File: config.mk
export PLATFORM = sky130hd
export DESIGN_NAME = quadra_stream
export DESIGN_NICKNAME = d
export VERILOG_FILES = /design/src/rtl/quadra_stream.sv
export SDC_FILE = /design/constraint.sdc
export NUM_CORES = 1
export LEC_CHECK = 0
export BUFFER_PORTS_ARGS = -buffer_cell sky130_fd_sc_hd__buf_2
export CAP_MARGIN = 20
export CORE_MARGIN = 2
export CORE_UTILIZATION = 40
export DETAILED_ROUTE_END_ITERATION = 12
export HOLD_SLACK_MARGIN = 0.05
export MAX_ROUTING_LAYER = met4
export SKIP_LAST_GASP = 1
export SLEW_MARGIN = 20
export SYNTH_ARGS = -nofsm -noshare
export SYNTH_HDL_FRONTEND = slang
export SYNTH_SLANG_ARGS = --single-unit
File: constraint.sdc
create_clock -name clk -period 5.4 [get_ports clk]
set_clock_uncertainty 0.2 [all_clocks]
set_input_delay 0.27 -clock clk [delete_from_list [all_inputs] [get_ports clk]]
set_output_delay 0.27 -clock clk [all_outputs]
set_load 0.05 [all_outputs]
File: src/rtl/quadra_stream.sv
`default_nettype none
// ============================================================================
// Module   : quadra_stream
// Brief    : Valid/ready streaming wrapper around a combinational quadratic
//            evaluator: registered operand stage plus result FIFO.
// Revision : 1.0
// ============================================================================
module quadra_stream #(
  parameter int DEPTH = 4,
  parameter int CNT_W = 16
) (
  input  logic             clk,
  input  logic             rst,
  input  logic [23:0]      in_x,
  input  logic             in_valid,
  output logic             in_ready,
  output logic [23:0]      quad_x,
  input  logic [24:0]      quad_y,
  output logic [24:0]      out_y,
  output logic             out_valid,
  input  logic             out_ready,
  output logic [CNT_W-1:0] done_cnt
);

  localparam int PTR_W = (DEPTH > 1) ? $clog2(DEPTH) : 1;
  localparam int CW    = $clog2(DEPTH) + 1;
  localparam logic [CW-1:0] C_DEPTH = CW'(DEPTH);

  logic             s1_valid_q, s1_valid_d;
  logic [23:0]      quad_x_q,   quad_x_d;
  logic [24:0]      mem_q [DEPTH];
  logic [24:0]      mem_d [DEPTH];
  logic [PTR_W-1:0] wr_ptr_q,   wr_ptr_d;
  logic [PTR_W-1:0] rd_ptr_q,   rd_ptr_d;
  logic [CW-1:0]    count_q,    count_d;
  logic [CNT_W-1:0] done_cnt_q, done_cnt_d;

  logic          w_accept;
  logic          w_push;
  logic          w_pop;
  logic [CW-1:0] w_occupancy;

  // Occupancy counts the sample still in stage 1, so a full FIFO can never
  // be overrun even though the push itself is unconditional.
  always_comb begin
    w_occupancy = count_q + CW'(s1_valid_q);
    in_ready    = (w_occupancy < C_DEPTH);
    out_valid   = (count_q != '0);
    out_y       = mem_q[rd_ptr_q];
    quad_x      = quad_x_q;
    done_cnt    = done_cnt_q;
    w_accept    = in_valid && in_ready;
    w_push      = s1_valid_q;
    w_pop       = out_valid && out_ready;
  end

  always_comb begin
    s1_valid_d = w_accept;
    quad_x_d   = w_accept ? in_x : quad_x_q;
    wr_ptr_d   = w_push ? PTR_W'(wr_ptr_q + 1'b1) : wr_ptr_q;
    rd_ptr_d   = w_pop  ? PTR_W'(rd_ptr_q + 1'b1) : rd_ptr_q;
    count_d    = count_q + CW'(w_push) - CW'(w_pop);
    done_cnt_d = w_pop ? done_cnt_q + CNT_W'(1) : done_cnt_q;
    for (int i = 0; i < DEPTH; i++) begin
      mem_d[i] = mem_q[i];
    end
    if (w_push) begin
      mem_d[wr_ptr_q] = quad_y;
    end
  end

  always_ff @(posedge clk) begin
    if (rst) begin
      s1_valid_q <= 1'b0;
      quad_x_q   <= '0;
      wr_ptr_q   <= '0;
      rd_ptr_q   <= '0;
      count_q    <= '0;
      done_cnt_q <= '0;
      for (int i = 0; i < DEPTH; i++) begin
        mem_q[i] <= '0;
      end
    end else begin
      s1_valid_q <= s1_valid_d;
      quad_x_q   <= quad_x_d;
      wr_ptr_q   <= wr_ptr_d;
      rd_ptr_q   <= rd_ptr_d;
      count_q    <= count_d;
      done_cnt_q <= done_cnt_d;
      for (int i = 0; i < DEPTH; i++) begin
        mem_q[i] <= mem_d[i];
      end
    end
  end

endmodule
`default_nettype wire
### Word level (Yosys, flattened, before mapping)

Memories as Yosys holds them, arrays and structs flattened. A register that Yosys moved wholly into a read port is not among the register bits.
Index checks and enable logic that the tools add are counted.

* add/subtract/negate cells: 5
* order comparisons: 3
* mux-type cells: 13
* bitwise gates (word level): 5
* reductions and logical operators: 4

Operators with widths (count)
* $mux W25: 5
* $bwmux W100: 1
* $mux W100: 1
* $demux W25 S2: 1
* $add A16 B1 Y16 const B: 1
* $add A2 B1 Y2 const B: 2
* $mux W2: 2
* $or A1 B1 Y1: 4
* $add A3 B1 Y3: 1
* $ge A3 B3 Y1 const B: 1
* $logic_and A1 B1 Y1: 3
* $lt A3 B1 Y1 const B: 1
* $lt A3 B3 Y1 const B: 1
* $mux W1: 3
* $not A2 Y3: 1
* $reduce_bool A3 Y1: 1
* $sub A3 B1 Y3: 1

* bits in registers: 48
* bits in writable memories: 100
* input port bits: 53
* output and inout bits: 67
* word-level logic and storage cells: 37
* memories kept: 1

Memories
* mem_q: depth 4, width 25, read ports 5, clocked after memory_dff 1, write ports 4, line 31 `logic [24:0] mem_q [DEPTH];`

### Logic depth before layout (Yosys ltp)

* depth in word-level cells: 8
* mapped depth: 8
* depth with buffers taken out: 8

### Worst setup path before layout

OpenSTA, ideal clock, no wires.

* path type: reg2reg
* start: register count_q[0]
* end: register quad_x_q[9], in the netlist quad_x[9]
* setup time: 0.071 ns
* arrival: 1.940 ns
* data required time: 5.129 ns
* slack: 3.189 ns
* stages on the path, launching flop included: 9
* path buffers: 2
* period minus slack after synthesis: 2.211 ns
* path through: dfxtp_1 -> ha_1 -> ha_1 -> xnor2_2 -> and2_0 -> buf_2 -> buf_2 -> nand2_1 -> a21oi_1

* word-level cells in the longest chain between the ends: 3

Ends and longest elaborated chain
* start, declared: line 35 `logic [CW-1:0] count_q, count_d;`
* start signal, assigned: line 88 `count_q <= count_d;`
* $add A3 B1 Y3: line 46 `w_occupancy = count_q + CW'(s1_valid_q);`
* $lt A3 B3 Y1: line 47 `in_ready = (w_occupancy < C_DEPTH);`
* named net in_ready: line 16 `output logic in_ready,`
* $logic_and A1 B1 Y1: line 52 `w_accept = in_valid && in_ready;`
* end signal, assigned: line 85 `quad_x_q <= quad_x_d;`
* end, declared: line 30 `logic [23:0] quad_x_q, quad_x_d;`

The timed path passes the listed nets, and every way through them passes these cells.
A chain may end at the register's enable or synchronous reset.

==> qor.csv <==
metric,value,unit
die width,127,um
Synthesized Nets,764,
DRT Pass-1 Iters,4,
Clock transition at path regs,0.06,ns
n_diodes,0,
largest net degree at the start of global routing,85,
GP Congestion,0.723,
Netlist cell types,31,
Reg2Reg Capture Point,quad_x[21]$_SDFFE_PP0P_,
CP Launch Type,flip-flop,
Pleak,3.03,nW
min Tclk post-route,2.73,ns
Remaining DRCs,0,
DRT antenna net count,0,
number of synthesized flops with an enable pin,0,
Die H,127,um
r2r worst-path depth,6,
Worst path slowest cell,dfxtp_2,
"critical path fanouts, max",25,
worst setup path endpoint,out_y[2],
largest area contributor in the netlist,dfxtp_1,
Cells after Synth,702,
WP data arrival,2.26,ns
launch point of the worst reg-to-reg path,s1_valid_q$_SDFF_PP0_,
Mapped Area,6010,um2
Die Area,16000,um2
detailed placer's ending HPWL,9.31,mm
vias in the first global route,5209,
final setup violation count,0,
Total GRT Usage,20.6,%
core area,14600,um2
drt total wl,15.8,mm
VDD IR max,0.266,mV
Flop pwr share,41.5,%
setup TNS,0,ns
clk buf depth,2,
pre-CTS setup slack,2.77,ns
Max Fclk,366,MHz
Worst R2R Setup Slack,3.02,ns
Final nets,912,
WS Path Type,flip-flop to output pin,
combinational power share,19.5,%
global-route wire length before repair,25.5,mm
Synth async-reset ratio,0,%
"Hold Vio Cnt, Final",0,
Post-CTS Resized,0,
status,"finished, final reports clean",
Util after Layout,53.5,%
antenna violations before repair,0,
row cnt,44,
critical path's largest stage delay,0.97,ns
Root Driver,clkbuf_16,
Layout area overhead,29.9,%
worst slew pin tran,0.977,ns
GR Overflow Total,0,
flop and latch count out of synthesis,150,
layout cells sized above 1,22.5,%
synth top area cells,"dfxtp_1 50%, nand2_1 16%, a21oi_1 11%",
total number of vias,5281,
worst-path cell chain,mux4_2 -> buf_2,
CTS Buf Count,17,
port bufs,119,
drt wl/cell,15.1,um
Iter 0 DRT Violations,361,
# IOs,120,
worst path required time,4.93,ns
Clk pwr share,39.0,%
CTS H-Tree Depth,4,
RSZ-0062 raised after global routing,false,
initial core utilization,41.2,%
Net Sw Frac,30.6,%
TritonCTS Sinks,150,
P_int,2.09,mW
share of the yosys chip area belonging to registers,50.0,%
"Top FF cell, synth",dfxtp_1,
Post-Syn Area per Cell,8.56,um2
relative slew slack,34.8,%
Final period util,50.6,%
"Slew Viols, Final",0,
Synth warnings,0,
Clock Latency Late Sink,0.42,ns
post-DR vias/cell,5.04,
fillers,1334,
PnR worst setup slack,2.67,ns
CTS tree,built,
Psw,922,uW
Pwr per Cell Area,386,nW/um2
Synth top area share,50.0,%
HP Class,input port to flip-flop,
crit end category,output pin,
max_cap viols,0,
[cell usage in the layout (no fill, tap or decap), types with 3 or more instances in the layout]
cell type      synthesis  routed
clkbuf_16              0      17
xor2_1                 5       5
ha_1                   9       9
clkinvlp_4             0       3
xnor2_1                9       9
nand2_1              258     257
and2_1                 4       5
nand3_1                6       6
a21oi_1              128     128
buf_2                 17     118
dfxtp_1              150     149
dlygate4sd3_1          0      50
nor2_1                25      25
clkinv_2               0       6
bufinv_16              0       3
nor4_1                 3       3
mux4_2                25      25
buf_4                  0       8
inv_1                  7       7
[stage by stage]
step                std cells  hold WS (ns)  cell area [um2]  power (mW)
floorplan                 702         0.206             6010        1.69
global placement          963         0.238             6690        1.82
CTS                      1045         0.152             7780        3.04
global route             1047         0.213             7810        3.15
finish                   1047         0.165             7810        3.01
detailed placement        963         0.244             6690        1.84
[routing by layer]
layer / routed length, um / GRT usage (%) / up-vias
li1: - / - / 2625
met5: 0 / - / -
met1: 6750 / 23.6 / 2493
met3: 853 / 5.48 / 19
met2: 8020 / 35.0 / 144
met4: 209 / 7.18 / 0
[cells by family (layout without fill, tap and decap cells)]
group | count (synthesis) | count (layout) | synth area share, %
compound gates | 132 | 132 | 11.2
buf+inv | 56 | 217 | 3.85
xor+xnor | 15 | 15 | 2.31
flops | 150 | 150 | 50.0
fa+ha+maj | 9 | 9 | 1.87
simple gates | 312 | 312 | 20.9
mux | 28 | 28 | 9.91
[worst min path at each step]
stage                               from                         to  slack, ns  cells after the start
6_report                             rst  done_cnt[10]$_SDFFE_PP0P_       0.16                      2
5_1_grt                              rst  done_cnt[10]$_SDFFE_PP0P_       0.21                      2
4_1_cts                              rst  done_cnt[10]$_SDFFE_PP0P_       0.15                      2
3_5_place_dp   mem_q[3][14]$_SDFFE_PP0P_  mem_q[3][14]$_SDFFE_PP0P_       0.24                      2
3_3_place_gp    mem_q[3][3]$_SDFFE_PP0P_   mem_q[3][3]$_SDFFE_PP0P_       0.24                      2
2_1_floorplan                  quad_y[0]   mem_q[0][0]$_SDFFE_PP0P_       0.21                      2
[worst max-delay path, delay by kind of cell (launching register included)]
family                 cells  cell delay [ns]
multiplexers               1             0.63
flip-flops                 1             0.97
buffers and inverters      1             0.23
[cell usage after synthesis (2+ instances only)]
master and count:
or3_1 2, mux4_2 25, o21ai_0 2, buf_2 17, dfxtp_1 150, ha_1 9
xnor2_1 9, nand4_1 2, nand3_1 6, a21oi_1 128, nor3_1 2, and2_1 4
nand2_1 258, nor3_2 2, nor2b_1 2, nor2_1 25, nor4b_1 2, clkbuf_1 31
nor4_1 3, mux2_2 2, xor2_1 5, inv_1 7
[layout make-up]
class / instances / area, um2 / share of cell area (%)
Sequential cell: 150 / 3000 / 38.5
Multi-Input combinational cell: 496 / 2780 / 35.6
Timing Repair Buffer: 178 / 1180 / 15.1
Clock buffer: 18 / 429 / 5.50
Tap cell: 184 / 230 / 2.95
Clock inverter: 14 / 160 / 2.05
Inverter: 7 / 26.3 / 0.336
[state kept, by name, indices dropped and copies added, names as in the netlist, named ones only]
| name | flops |
|---|---|
| count_q | 3 |
| done_cnt | 16 |
| mem_q | 100 |
| quad_x | 24 |
| rd_ptr_q | 2 |
| s1_valid_q | 1 |
| wr_ptr_q | 2 |
[power by group through the flow]
stage / logic (mW) / registers, mW / clock network [mW]
after floorplan: 0.384 / 1.30 / 0
after global placement: 0.545 / 1.27 / 0
after detailed placement: 0.557 / 1.28 / 0
after CTS: 0.587 / 1.25 / 1.20
after global routing: 0.628 / 1.27 / 1.25
final: 0.587 / 1.25 / 1.18
[timing repair]
action | CTS | global route
setup buffers | 0 | 0
hold buffers | 50 | 0
endpoints found under the hold margin | 125 | 0
No activity file was read; power rests on OpenSTA's default activity.
